==> config.mk <==
export PLATFORM = sky130hd
export DESIGN_NAME = hamming_secded_decoder
export DESIGN_NICKNAME = d
export VERILOG_FILES = /design/src/rtl/hamming_secded_decoder.sv
export SDC_FILE = /design/constraint.sdc
export NUM_CORES = 1
export LEC_CHECK = 0
export ABC_AREA = 1
export CAP_MARGIN = 20
export CORE_MARGIN = 4
export CORE_UTILIZATION = 44
export DETAILED_ROUTE_END_ITERATION = 10
export DONT_BUFFER_PORTS = 1
export PLACE_DENSITY = 0.69
export SYNTH_ARGS = -nofsm -noshare
export SYNTH_HDL_FRONTEND = slang
export SYNTH_SLANG_ARGS = --single-unit
==> constraint.sdc <==
create_clock -name clk -period 1.62 [get_ports clk]
set_input_delay 0.162 -clock clk [delete_from_list [all_inputs] [get_ports clk]]
set_output_delay 0.162 -clock clk [all_outputs]
set_load 0.01 [all_outputs]
==> src/rtl/hamming_secded_decoder.sv <==
`default_nettype none
// ============================================================================
// Module   : hamming_secded_decoder
// Purpose  : Two-stage pipelined extended-Hamming (SECDED) decoder with
//            valid/ready flow control and saturating error counters.
// Revision : 1.0 - initial release
// ============================================================================
module hamming_secded_decoder #(
    parameter  int DATA_W = 8,
    parameter  int CNT_W  = 16,
    localparam int P      = (DATA_W <= 4)  ? 3 :
                            (DATA_W <= 11) ? 4 :
                            (DATA_W <= 26) ? 5 : 6,
    localparam int N      = DATA_W + P
) (
    input  logic              clk,
    input  logic              rst,
    input  logic [N:0]        in_codeword,
    input  logic              in_valid,
    output logic              in_ready,
    input  logic              correct_en,
    output logic [DATA_W-1:0] out_data,
    output logic              out_valid,
    input  logic              out_ready,
    output logic              out_err_single,
    output logic              out_err_multi,
    output logic [P-1:0]      out_syndrome,
    input  logic              cnt_clr,
    output logic [CNT_W-1:0]  cnt_single,
    output logic [CNT_W-1:0]  cnt_multi
);

    // Codeword index holding payload bit j (non-power-of-two positions, ascending).
    function automatic int data_pos(input int j);
        int k;
        int idx;
        k   = 0;
        idx = 0;
        for (int pos = 1; pos <= N; pos++) begin
            if ((pos & (pos - 1)) != 0) begin
                if (k == j) idx = pos - 1;
                k++;
            end
        end
        return idx;
    endfunction

    // ------------------------------------------------------------------
    // Flow control
    // ------------------------------------------------------------------
    logic r_s1_valid;
    logic r_out_valid;
    logic w_s2_load;
    logic w_s1_load;
    logic w_in_hs;
    logic w_out_hs;

    assign w_s2_load = ~r_out_valid | out_ready;
    assign w_s1_load = ~r_s1_valid | w_s2_load;
    assign in_ready  = w_s1_load & ~rst;
    assign w_in_hs   = in_valid & in_ready;
    assign w_out_hs  = r_out_valid & out_ready;

    // ------------------------------------------------------------------
    // Stage 1: syndrome, overall parity, raw payload extraction
    // ------------------------------------------------------------------
    logic [P-1:0]      w_syn_in;
    logic              w_par_in;
    logic [DATA_W-1:0] w_raw_in;
    logic [DATA_W-1:0] r_s1_raw;
    logic [P-1:0]      r_s1_syn;
    logic              r_s1_par;
    logic              r_s1_ce;

    always_comb begin
        w_syn_in = '0;
        for (int i = 0; i < N; i++) begin
            if (in_codeword[i]) w_syn_in = w_syn_in ^ P'(i + 1);
        end
    end

    assign w_par_in = ^in_codeword;

    always_ff @(posedge clk) begin
        if (rst) begin
            r_s1_valid <= 1'b0;
        end else if (w_s1_load) begin
            r_s1_valid <= in_valid;
        end
    end

    // Only payload positions are carried forward; check bits matter solely through s and p.
    always_ff @(posedge clk) begin
        if (w_in_hs) begin
            r_s1_raw <= w_raw_in;
            r_s1_syn <= w_syn_in;
            r_s1_par <= w_par_in;
            r_s1_ce  <= correct_en;
        end
    end

    // ------------------------------------------------------------------
    // Stage 2: classification and correction
    // ------------------------------------------------------------------
    logic              w_syn_nz;
    logic              w_syn_in_range;
    logic              w_single;
    logic              w_multi;
    logic              w_flip;
    logic [DATA_W-1:0] w_fixed;

    assign w_syn_nz       = |r_s1_syn;
    assign w_syn_in_range = int'(r_s1_syn) <= N;
    assign w_single       = r_s1_par & w_syn_in_range;
    assign w_multi        = (w_syn_nz & ~r_s1_par) | (r_s1_par & ~w_syn_in_range);
    assign w_flip         = w_single & r_s1_ce;

    for (genvar j = 0; j < DATA_W; j++) begin : g_data
        localparam int c_idx = data_pos(j);
        assign w_raw_in[j] = in_codeword[c_idx];
        assign w_fixed[j]  = r_s1_raw[j] ^ (w_flip & (r_s1_syn == P'(c_idx + 1)));
    end

    logic [DATA_W-1:0] r_out_data;
    logic              r_out_err_single;
    logic              r_out_err_multi;
    logic [P-1:0]      r_out_syndrome;

    always_ff @(posedge clk) begin
        if (rst) begin
            r_out_valid      <= 1'b0;
            r_out_data       <= '0;
            r_out_err_single <= 1'b0;
            r_out_err_multi  <= 1'b0;
            r_out_syndrome   <= '0;
        end else if (w_s2_load) begin
            r_out_valid <= r_s1_valid;
            if (r_s1_valid) begin
                r_out_data       <= w_fixed;
                r_out_err_single <= w_single;
                r_out_err_multi  <= w_multi;
                r_out_syndrome   <= r_s1_syn;
            end
        end
    end

    assign out_valid      = r_out_valid;
    assign out_data       = r_out_data;
    assign out_err_single = r_out_err_single;
    assign out_err_multi  = r_out_err_multi;
    assign out_syndrome   = r_out_syndrome;

    // ------------------------------------------------------------------
    // Saturating error counters; clear takes priority over increment
    // ------------------------------------------------------------------
    logic [CNT_W-1:0] r_cnt_single;
    logic [CNT_W-1:0] r_cnt_multi;

    always_ff @(posedge clk) begin
        if (rst || cnt_clr) begin
            r_cnt_single <= '0;
            r_cnt_multi  <= '0;
        end else begin
            if (w_out_hs && r_out_err_single && (r_cnt_single != '1))
                r_cnt_single <= r_cnt_single + CNT_W'(1);
            if (w_out_hs && r_out_err_multi && (r_cnt_multi != '1))
                r_cnt_multi <= r_cnt_multi + CNT_W'(1);
        end
    end

    assign cnt_single = r_cnt_single;
    assign cnt_multi  = r_cnt_multi;

endmodule
`default_nettype wire

### Word-level counts from Yosys, hierarchy flattened

Index checks and enable logic that the tools add are counted.

| storage, ports and cells | value |
|---|---|
| output and inout port bits | 48 |
| input bits | 19 |
| register bits after elaboration | 62 |

| operators by class | value |
|---|---|
| $lt $le $gt $ge | 1 |
| add/subtract/negate cells | 2 |
| mux-type cells | 12 |
| bitwise gates (word level) | 42 |
| equal/unequal tests | 10 |
| reductions and logical operators | 8 |

Operators by type and width:

| operator | count |
|---|---|
| adder 16 x 1 -> 16 bit (second input constant) | 2 |
| != test 16 bit (second input constant) | 2 |
| two-way mux 4 bit | 5 |
| == test 4 bit (second input constant) | 4 |
| AND 1 bit | 15 |
| parity 13 bit | 1 |
| == test 4 x 3 -> 1 bit (second input constant) | 3 |
| two-way mux 3 bit | 4 |
| inverter 2 bit | 6 |
| XOR 1 bit | 8 |
| inverter 3 bit | 2 |
| inverter 1 bit | 5 |
| == test 4 x 2 -> 1 bit (second input constant) | 1 |
| less-or-equal comparator 4 bit (second input constant) | 1 |
| logical AND 1 bit | 4 |
| two-way mux 2 bit | 2 |
| OR reduction 4 bit | 1 |
| inverter 1 bit (first input constant) | 3 |
| bitwise OR 1 bit | 3 |
| AND reduction 2 bit | 1 |
| logical OR 1 bit | 1 |
| two-way mux 1 bit | 1 |

### Logic depth before layout (Yosys ltp)

Gate-level depths: netlist of run 1.

| depth | value |
|---|---|
| depth after elaboration | 20 |
| depth in mapped cells | 9 |
| mapped depth without buffers | 9 |

### Worst setup path before layout of run 1

Ideal clock, no wire load.

| timing | value |
|---|---|
| path type | register to register |
| start point | reg r_out_valid, in the netlist out_valid |
| end point | reg r_s1_ce, enable pin |
| data required time | 1.236 ns |
| arrival | 1.215 ns |
| cell stages (with the launch flop) | 6 |
| setup slack | 0.020 ns |
| path buffers | 0 |
| period minus slack after synthesis | 1.600 ns |
| setup time | 0.384 ns |
| cells stage by stage | dfxtp_1 > nand2_1 > nor2_1 > inv_1 > nand2_1 > nor2_1 |

| on the way | value |
|---|---|
| longest elaborated chain between the ends | 5 |

RTL lines:

| what | RTL line | RTL |
|---|---|---|
| start: declaration | 52 | `logic r_out_valid;` |
| start signal: assignment | 137 | `r_out_valid <= r_s1_valid;` |
| inverter 1 bit | 58 | `assign w_s2_load = ~r_out_valid \| out_ready;` |
| bitwise OR 1 bit | 58 |  |
| bitwise OR 1 bit | 59 | `assign w_s1_load = ~r_s1_valid \| w_s2_load;` |
| AND 1 bit | 60 | `assign in_ready = w_s1_load & ~rst;` |
| AND 1 bit | 61 | `assign w_in_hs = in_valid & in_ready;` |
| via w_in_hs | 55 | `logic w_in_hs;` |
| end signal: assignment | 98 | `r_s1_ce <= correct_en;` |
| end: declaration | 73 | `logic r_s1_ce;` |

The timed path passes the listed nets, and every way through them passes these cells.
A chain may end at the register's enable or synchronous reset.

### Final worst setup path of run 1

| timing | value |
|---|---|
| start point | reg r_cnt_multi[15], in the netlist cnt_multi[15] |
| end point | reg r_cnt_multi[9], in the netlist cnt_multi[9] |

| on the way | value |
|---|---|
| longest elaborated chain between the ends | 2 |

RTL lines:

| what | RTL line | RTL |
|---|---|---|
| start: declaration | 157 | `logic [CNT_W-1:0] r_cnt_multi;` |
| start signal: assignment | 167 | `r_cnt_multi <= r_cnt_multi + CNT_W'(1);` |
| != test 16 bit | 166 | `if (w_out_hs && r_out_err_multi && (r_cnt_multi != '1))` |
| logical AND 1 bit | 166 |  |

Every way passes these cells.

==> metrics, run 1 <==
Synth Area per Inst slightly above 7 sq um; vias in the first global route 2,981; CP startpoint kind register; Worst Hold Class primary input to register; H-tree depth 3; Area Growth Syn to Fin 19.8%; number of diodes 0; Cell Rows 31; Mapped Cells 485; placer's final routability congestion estimate approximately 0.8; multiplexer share of the synthesized area 0; grt ovf 0; Pwr Density 791 nW/um^2; Warnings, synthesis 0; Tcrit/Tclk final 0.901; min Tclk post-route 1460 ps; Die Span X 96.5 microns; number of buffers created by CTS 9; fraction of layout cells with a size suffix above 1 0.143; XOR/XNOR share of the synthesized area 0.0916; complex-gate fraction of the synthesized area 0.0781; DIE HEIGHT 96.5 microns; GR Layer Usage met1 0.185; clk_skew 12.7 ps; Max VDD drop 0.000439 V; RSZ-0062 raised after global routing false; die area 9300 sq um; worst skew pair latency ~340 ps; grt met2 use 0.328; Synth cell types 26; met3 usage 0.0604; global-route wire length before repair between 10 and 15 mm; hold depth 1; largest family of logic cells by synthesized area simple AND/OR/NAND/NOR gates; CP Capture Type register; Total GRT Usage 0.179; CP Max Fanout 7; dpl hpwl 5.97 mm; NumNets Final 561; post-route ant nets 0; 1st-iter DRT viols 77; Crit Path Class register to register; largest net degree at the start of global routing 25; Cell Area, Placed 3830 sq um; Syn Std Cell Area 3440 sq um; final instance area roughly 4100 sq um; Arr. time, crit path 1640 ps; Setup Viol. Count Final 0; Starting Density 0.462; clk buf depth 2; Top Family by Delay on Critical Path simple AND/OR/NAND/NOR gates; sum of negative setup slack 0 ps; syn nets 506; total core area about 7400 sq um; clk slew on worst S/H paths 70 ps; WP data required approximately 1800 ps; critical path's slowest cell dfxtp_1; post-DR vias/cell 4.95; sum of buffers and inverters on the critical path 1; Rel. slew slack 0.489; CP most frequent cell nand2_1; initial antenna violation count 0; adder-cell share of the synthesized area 0.00727; fmax between 0.6 and 0.7 GHz; status completed; Worst R2R Path Depth 8; Crit. path cell count 8; post-synthesis register bit count 62; clk sinks 62; DRC viols 0; 1st-pass router iterations 4; Via Count 3,180; max-cap violations 0; sequential area share after synthesis 0.401; final slew viol count 0; final hold vios 0; Slew @ Worst Pin about 770 ps; Pleak approximately 1.7 nW; root buf cell clkbuf_8; busiest metal layer after global routing met2; port bufs 0; Detailed Route WL 7.79 mm; CTS tree yes; slowest stage delay, CP between 400 and 500 ps; Post-Synth Simple-Gate Area 0.343; postcts setup bufs 0; CP cell instances nand2_1 > nor2_1 > nand2_2 > nor2_2 > nor2_4 > buf_4 > nand2_1 > a21oi_1; # IOs 67; Routed WL per cell between 10 and 15 microns; Finished Core Util 0.554
[cell usage after synthesis]
master / count / area [sq um]
nor3_1: 1 / 5.00
xnor2_1: 19 / 166
nor2_4: 6 / 67.6
ha_1: 2 / 25.0
clkbuf_1: 5 / 18.8
buf_2: 2 / 10.0
nor2_1: 66 / 248
xor2_1: 17 / 149
o21ai_0: 8 / 40.0
buf_6: 2 / 22.5
nand2_2: 3 / 18.8
buf_4: 1 / 7.51
inv_1: 56 / 210
nand2_4: 1 / 11.3
edfxtp_1: 14 / 420
a211oi_1: 1 / 7.51
a21oi_2: 3 / 26.3
o21ai_4: 2 / 32.5
nor2_2: 4 / 25.0
inv_2: 1 / 3.75
nand3_1: 38 / 190
a21oi_1: 31 / 155
o31ai_1: 1 / 7.51
nand4_1: 16 / 100
dfxtp_1: 48 / 961
nand2_1: 137 / 514
[worst register-to-register path, cell delays in order (launching register included)]
cell and delay (ps):
dfxtp_1 440, nand2_1 80, nor2_1 150, nand2_2 130, nor2_2 170, nor2_4 60
buf_4 160, nand2_1 60, a21oi_1 50
[final cells by class]
type                            instances  area [sq um]
Sequential cell                        62          1380
Multi-Input combinational cell        356          1790
Fill cell                             718          3320
Clock buffer                           14           173
Inverter                               57           214
Tap cell                               99           124
Timing Repair Buffer                   54           433
Clock inverter                          1          5.00
[kinds of logic after synthesis]
| kind of cell | Yosys count |
|---|---|
| adders and majority gates | 2 |
| xor gates and xnor gates | 36 |
| buffers and inverters | 67 |
| and+or+nand+nor | 272 |
| AOI/OAI and AO/OA | 46 |
| DFF | 62 |
[state kept, by name (all words and copies together) (netlist names), 4 cells and up]
register	count
cnt_multi	16
cnt_single	16
out_data	8
r_s1_raw	8
out_syndrome	4
r_s1_syn	4
[layer usage]
layer | wire, microns | up-vias | part of all wire
met5 | 0 | - | 0
met3 | 514 | 13 | 0.066
li1 | - | 1654 | -
met4 | 132 | 0 | 0.017
met2 | 3970 | 70 | 0.51
met1 | 3170 | 1443 | 0.41
[power breakdown]
part	total [mW]	leakage (nW)	switching, mW	internal, mW
clock network	1.25	0.0926	0.578	0.672
registers	1.69	0.521	0.0493	1.64
logic	0.318	1.10	0.183	0.135
total	3.26	1.72	0.810	2.45
[repair_timing]
item                       in CTS  in global routing
hold endpoints to repair       20                  0
hold buffers                   11                  0
resized for setup               0                  2
setup endpoints to repair       0                 12
[path summary, 6_finish.rpt]
kind | from | endpoint | slack, ps
worst max-delay path | cnt_multi[15] | cnt_multi[9] | 160
worst min-delay path | in_codeword[7] | r_s1_syn[3] | 30
worst max register to register | cnt_multi[15] | cnt_multi[9] | 160
worst min register to register | r_s1_valid | out_valid | 480
[cell usage in the layout (no fill, tap or decap), types with 2 or more instances in the layout]
master,synthesis,routed
nand2_1,137,136
nor2_1,66,65
inv_1,56,56
dfxtp_1,48,48
buf_4,1,43
nand3_1,38,38
a21oi_1,31,31
xnor2_1,19,19
xor2_1,17,17
nand4_1,16,16
edfxtp_1,14,14
clkbuf_8,0,12
dlygate4sd3_1,0,11
o21ai_0,8,8
nor2_4,6,6
nor2_2,4,5
nand2_2,3,4
a21oi_2,3,3
o21ai_4,2,2
ha_1,2,2
clkbuf_1,5,2
[through the flow]
| stage | total power, mW | setup WS, ps | hold WS (ps) | std cells |
|---|---|---|---|---|
| 2_1_floorplan | 1.96 | 20.4 | 261 | 485 |
| 3_3_place_gp | 2.01 | 174 | 233 | 617 |
| 3_5_place_dp | 2.02 | 101 | 235 | 617 |
| 4_1_cts | 3.29 | 97.6 | 17.1 | 643 |
| 5_1_grt | 3.42 | 20.1 | 31.0 | 643 |
| 6_report | 3.26 | 160 | 33.0 | 643 |
Note: power is estimated with default switching activity, not from simulation.
==> run 2, diff against run 1 <==
--- a/config.mk
+++ b/config.mk
@@ -9,8 +9,10 @@
 export CAP_MARGIN = 20
 export CORE_MARGIN = 4
 export CORE_UTILIZATION = 44
+export CTS_BUF_LIST = sky130_fd_sc_hd__clkbuf_4 sky130_fd_sc_hd__clkbuf_8
 export DETAILED_ROUTE_END_ITERATION = 10
 export DONT_BUFFER_PORTS = 1
+export GPL_TIMING_DRIVEN = 0
 export PLACE_DENSITY = 0.69
 export SYNTH_ARGS = -nofsm -noshare
 export SYNTH_HDL_FRONTEND = slang
==> metrics, run 2 (same netlist as run 1, synthesis figures left out) <==
CP startpoint kind register; Crit Path Class register to register; DIE HEIGHT 96.5 microns (unchanged); Area Growth Syn to Fin 17.8%; clock network fraction of total power 0.477 (+0.094); Starting Density 0.462 (unchanged); Seq pwr share 0.438 (-0.081); sum of negative setup slack 0 ps (unchanged); Rel. slew slack 0.558 (+0.0683); WP data required 1820 ps (+20 ps); critical path's slowest cell dfxtp_4; number of diodes 0 (unchanged); Worst Hold Class primary input to register; clk slew on worst S/H paths 80 ps (about the same); Arr. time, crit path 1720 ps (+80 ps); Pleak 1.58 nW (-8.0%); CP most frequent cell nor2_4; final non-filler cell total 616 (-4.2%); clk buf depth 2 (unchanged); # IOs 67 (unchanged); total core area 7450 sq um (unchanged); Cell Rows 31 (unchanged); clk_skew 10.2 ps (-2.49 ps); Worst Setup SP cnt_single[0]; Worst R2R Path Depth 9 (+1); 1st-iter DRT viols 72 (-6.5%); root buf cell clkbuf_8; Comb pwr share 0.086 (-0.012); post-DR vias/cell 5.02 (+1.4%); CTS tree yes; NumNets Final 533 (-5.0%); final hold vios 0 (unchanged); largest net degree at the start of global routing 15 (-40%); 1st-pass router iterations 4 (unchanged); Cells after DPL 584 (-5.3%); CP cell instances ha_4 > nand2_1 > nor2_4 > nand2_4 > nor2_4 > nor2_4 > buf_6 > nand2_1 > a21oi_1; H-tree depth 3 (unchanged); Pwr Total 3.86 mW (+18%); fmax 0.657 GHz (-4.1%); clk sinks 62 (unchanged); max-cap violations 0 (unchanged); worst skew pair latency 340 ps (about the same); CP Capture Type register; Setup Viol. Count Final 0 (unchanged); Max VDD drop 0.000464 V (+5.6%); final slew viol count 0 (unchanged); status completed; CP Max Fanout 10 (+3); fraction of layout cells with a size suffix above 1 0.128 (-0.0157); grt ovf 0 (unchanged); most common cell after layout, fill and taps aside nand2_1; Reg-to-Reg Start cnt_single[0]; Tcrit/Tclk final 0.940 (+0.0387); vias in the first global route 2,826 (-5.2%); Die Span X 96.5 microns (unchanged); initial antenna violation count 0 (unchanged); commonest non-fill, non-tap cells in the layout 136 x nand2_1, 64 x nor2_1, 56 x inv_1; Psw 866 uW (+6.9%); global-route wire length before repair 12.6 mm (-2.9%); Finished Core Util 0.545 (-0.00890); Total GRT Usage 0.175 (-0.00422); final instance area 4060 sq um (-1.6%); die area 9300 sq um (unchanged); Net Sw Frac 0.224 (-0.0241); Slew @ Worst Pin 663 ps (-102 ps); port bufs 0 (unchanged); Cell Int Power 2.99 mW (+22%); r2r setup slk 100 ps (-60 ps); min Tclk post-route 1520 ps (+62.7 ps); placer's final routability congestion estimate 0.888 (+10%); dpl hpwl 5.81 mm (-2.6%); Routed WL per cell 13.0 microns (+7.6%); Worst Setup EP cnt_single[9]; post-route ant nets 0 (unchanged); Cell Area, Placed 3570 sq um (-6.9%); Pwr Density 952 nW/um^2 (+20%); DRC viols 0 (unchanged); Via Count 3,090 (-2.8%); number of buffers created by CTS 9 (unchanged); slowest stage delay, CP 420 ps (-20 ps); Worst R2R End cnt_single[9]; Detailed Route WL 8.03 mm (+3.1%)
## run 2: cell type report
class | instances | area, sq um
plain buffers | 10 | 62.6
clock buffers | 10 | 138
clock inverters | 6 | 133
fillers | 728 | 3390
inverters | 57 | 214
multi-input cells | 358 | 1840
flip-flops and latches | 62 | 1410
well taps | 99 | 124
repair buffers | 14 | 133
## run 2: worst min path at each step
stage | startpoint | cells past startpoint | end
2_1_floorplan | correct_en | 0 | r_s1_ce
3_3_place_gp | correct_en | 0 | r_s1_ce
3_5_place_dp | correct_en | 0 | r_s1_ce
4_1_cts | cnt_clr | 3 | cnt_multi[8]
5_1_grt | in_codeword[7] | 1 | r_s1_syn[3]
6_report | cnt_clr | 3 | cnt_multi[8]
## run 2: worst max-delay path: cells and delay by family, from the launching register on
kind | cells | cell delay (ps)
AO/OA/AOI/OAI | 1 | 60
AND/OR/NAND/NOR | 6 | 600
adder cells (fa/ha/maj) | 1 | 160
flip-flops | 1 | 420
buffers and inverters | 1 | 140
## run 2: routing by layer
metal,wire [microns],up-vias,part of all wire,track usage
met4,93,0,0.012,0.0794
met2,4210,77,0.52,0.314
li1,-,1602,-,-
met5,0,-,0,0
met1,3200,1403,0.40,0.185
met3,527,8,0.066,0.0558
## run 2: metrics by stage
stage                     hold WS [ps]  setup WS, ps
after floorplan                    261          20.4
after global placement             261          -275
after detailed placement           261          -294
after CTS                         6.71          3.54
after global routing              38.3         -3.08
final                             12.0          97.6
## run 2: power by group through the flow
stage | sequential [mW] | clock [mW] | combinational (mW)
after floorplan | 1.72 | 0 | 0.240
after global placement | 1.73 | 0 | 0.282
after detailed placement | 1.73 | 0 | 0.289
after CTS | 1.70 | 1.87 | 0.313
after global routing | 1.70 | 1.93 | 0.379
final | 1.69 | 1.84 | 0.331
## run 2: repair_timing
item | CTS | global route
hold endpoints to repair | 11 | 0
pin swaps | 1 | 4
setup endpoints to repair | 39 | 48
hold buffers | 11 | 0
gates resized for setup | 6 | 23
setup buffers | 0 | 3
gates cloned | 1 | 1
==> run 3, diff against run 2 <==
--- a/config.mk
+++ b/config.mk
@@ -10,9 +10,11 @@
 export CORE_MARGIN = 4
 export CORE_UTILIZATION = 44
 export CTS_BUF_LIST = sky130_fd_sc_hd__clkbuf_4 sky130_fd_sc_hd__clkbuf_8
+export CTS_CLUSTER_DIAMETER = 150
 export DETAILED_ROUTE_END_ITERATION = 10
 export DONT_BUFFER_PORTS = 1
 export GPL_TIMING_DRIVEN = 0
+export MAX_ROUTING_LAYER = met4
 export PLACE_DENSITY = 0.69
 export SYNTH_ARGS = -nofsm -noshare
 export SYNTH_HDL_FRONTEND = slang
==> metrics, run 3 (same netlist as run 1, synthesis figures left out) <==
commonest non-fill, non-tap cells in the layout 136 x nand2_1, 65 x nor2_1, 56 x inv_1; port bufs 0 (unchanged); RSZ-0062 raised after global routing true; clk sinks 62 (unchanged); Tcrit/Tclk final 0.945 (+0.00544); clk_skew 8.17 ps (-2.01 ps); Area Growth Syn to Fin 14.2%; Cells after DPL 584 (unchanged); CP startpoint kind register; Setup Viol. Count Final 0 (unchanged); grt ovf 0 (unchanged); Via Count 3,059 (-1.0%); number of diodes 0 (unchanged); NumNets Final 532 (-0.19%); fmax 0.653 GHz (-0.58%); FF+latch area 1400 sq um (-0.71%); Psw 822 uW (-5.1%); CP Max Fanout 10 (unchanged); clk slew on worst S/H paths 70 ps (about the same); final non-filler cell total 614 (-0.32%); Slew @ Worst Pin 614 ps (-49.6 ps); vias in the first global route 2,836 (+0.35%); Pleak 1.55 nW (-2.0%); Pwr Total 3.28 mW (-15%); Comb pwr share 0.101 (+0.015); status completed; Rel. slew slack 0.591 (+0.0330); Seq pwr share 0.514 (+0.076); CTS tree yes; Total GRT Usage 0.184 (+0.00899); total core area 7450 sq um (unchanged); placer's final routability congestion estimate 0.899 (+1.2%); Pwr Density 834 nW/um^2 (-12%); Arr. time, crit path 1730 ps (about the same); Routed WL per cell 12.8 microns (-1.4%); Filler cells 757 (+4.0%); fraction of layout cells with a size suffix above 1 0.109 (-0.0189); clk buf depth 2 (unchanged); Starting Density 0.462 (unchanged); Worst Hold Class primary input to register; CP Capture Type register; dpl hpwl 5.88 mm (+1.2%); most common cell after layout, fill and taps aside nand2_1; min Tclk post-route 1530 ps (+8.82 ps); global-route wire length before repair 12.8 mm (+1.1%); H-tree depth 3 (unchanged); Die Span X 96.5 microns (unchanged); 1st-iter DRT viols 67 (-6.9%); # IOs 67 (unchanged); Cell Int Power 2.46 mW (-18%); largest net degree at the start of global routing 15 (unchanged); Detailed Route WL 7.89 mm (-1.7%); 1st-pass router iterations 4 (unchanged); post-route ant nets 0 (unchanged); Net Sw Frac 0.250 (+0.0261); Crit Path Class register to register; WP data required 1820 ps (about the same); max-cap violations 0 (unchanged); root buf cell clkbuf_8; DRC viols 0 (unchanged); number of buffers created by CTS 9 (unchanged); post-DR vias/cell 4.98 (-0.68%); final slew viol count 0 (unchanged); multi-input logic area 1800 sq um (-2.2%); Max VDD drop 0.000488 V (+5.3%); die area 9300 sq um (unchanged); worst skew pair latency 340 ps (about the same); Hold WS 34.9 ps (+22.9 ps); final hold vios 0 (unchanged); Cell Rows 31 (unchanged); initial antenna violation count 0 (unchanged); DIE HEIGHT 96.5 microns (unchanged); clock network fraction of total power 0.385 (-0.092)
==> run 3: power groups by stage <==
stage	combinational (mW)	clock, mW	sequential [mW]
final	0.332	1.26	1.69
after global routing	0.382	1.38	1.69
after CTS	0.312	1.31	1.70
after detailed placement	0.288	0	1.73
after global placement	0.283	0	1.73
after floorplan	0.240	0	1.72
==> run 3: path summary, 6_finish.rpt <==
check / startpoint / endpoint / slack, ps / cells past startpoint
max: cnt_multi[0] / cnt_multi[14] / 90 / 9
min: cnt_clr / cnt_multi[8] / 30 / 3
max reg2reg: cnt_multi[0] / cnt_multi[14] / 90 / 9
min reg2reg: r_s1_valid / out_valid / 470 / 2
==> run 3: worst max-delay path, stage by stage (launching register included) <==
cell and delay [ps]:
dfxtp_4 400, ha_2 210, nand2_1 60, nor2_1 130, nand2_2 110, nor2_2 140, nor2_4 70, buf_6 140
nand2_1 60, a21oi_1 50
==> run 3: final cells by class <==
class | count | area share
well taps | 99 | 0.0315
multi-input cells | 356 | 0.459
plain buffers | 10 | 0.0159
flip-flops and latches | 62 | 0.356
clock inverters | 1 | 0.00127
clock buffers | 14 | 0.0442
repair buffers | 15 | 0.0382
inverters | 57 | 0.0544
==> run 3: metrics by stage <==
| step | instance area, sq um | TNS [ps] | setup slack [ps] | util |
|---|---|---|---|---|
| global route | 3930 | -42.8 | -16.8 | 0.528 |
| finish | 3930 | 0 | 88.8 | 0.528 |
| floorplan | 3440 | 0 | 20.4 | - |
| CTS | 3880 | 0 | 11.9 | 0.521 |
| global placement | 3570 | -5650 | -283 | 0.479 |
| detailed placement | 3570 | -6580 | -302 | 0.479 |
==> run 3: routing by layer <==
layer	global-route usage	part of all wire	routed length, microns	vias up
met2	0.324	0.52	4080	79
li1	-	-	-	1595
met5	-	0	0	-
met3	0.0542	0.068	538	13
met4	0.0783	0.016	123	0
met1	0.190	0.40	3150	1372
==> run 3: repair_timing <==
item | 4_1_cts | 5_1_grt
hold buffers | 10 | 0
setup buffers | 1 | 4
hold endpoints to repair | 10 | 0
resized for setup | 7 | 10
endpoints found under the setup margin | 39 | 28
pin swaps | 1 | 3
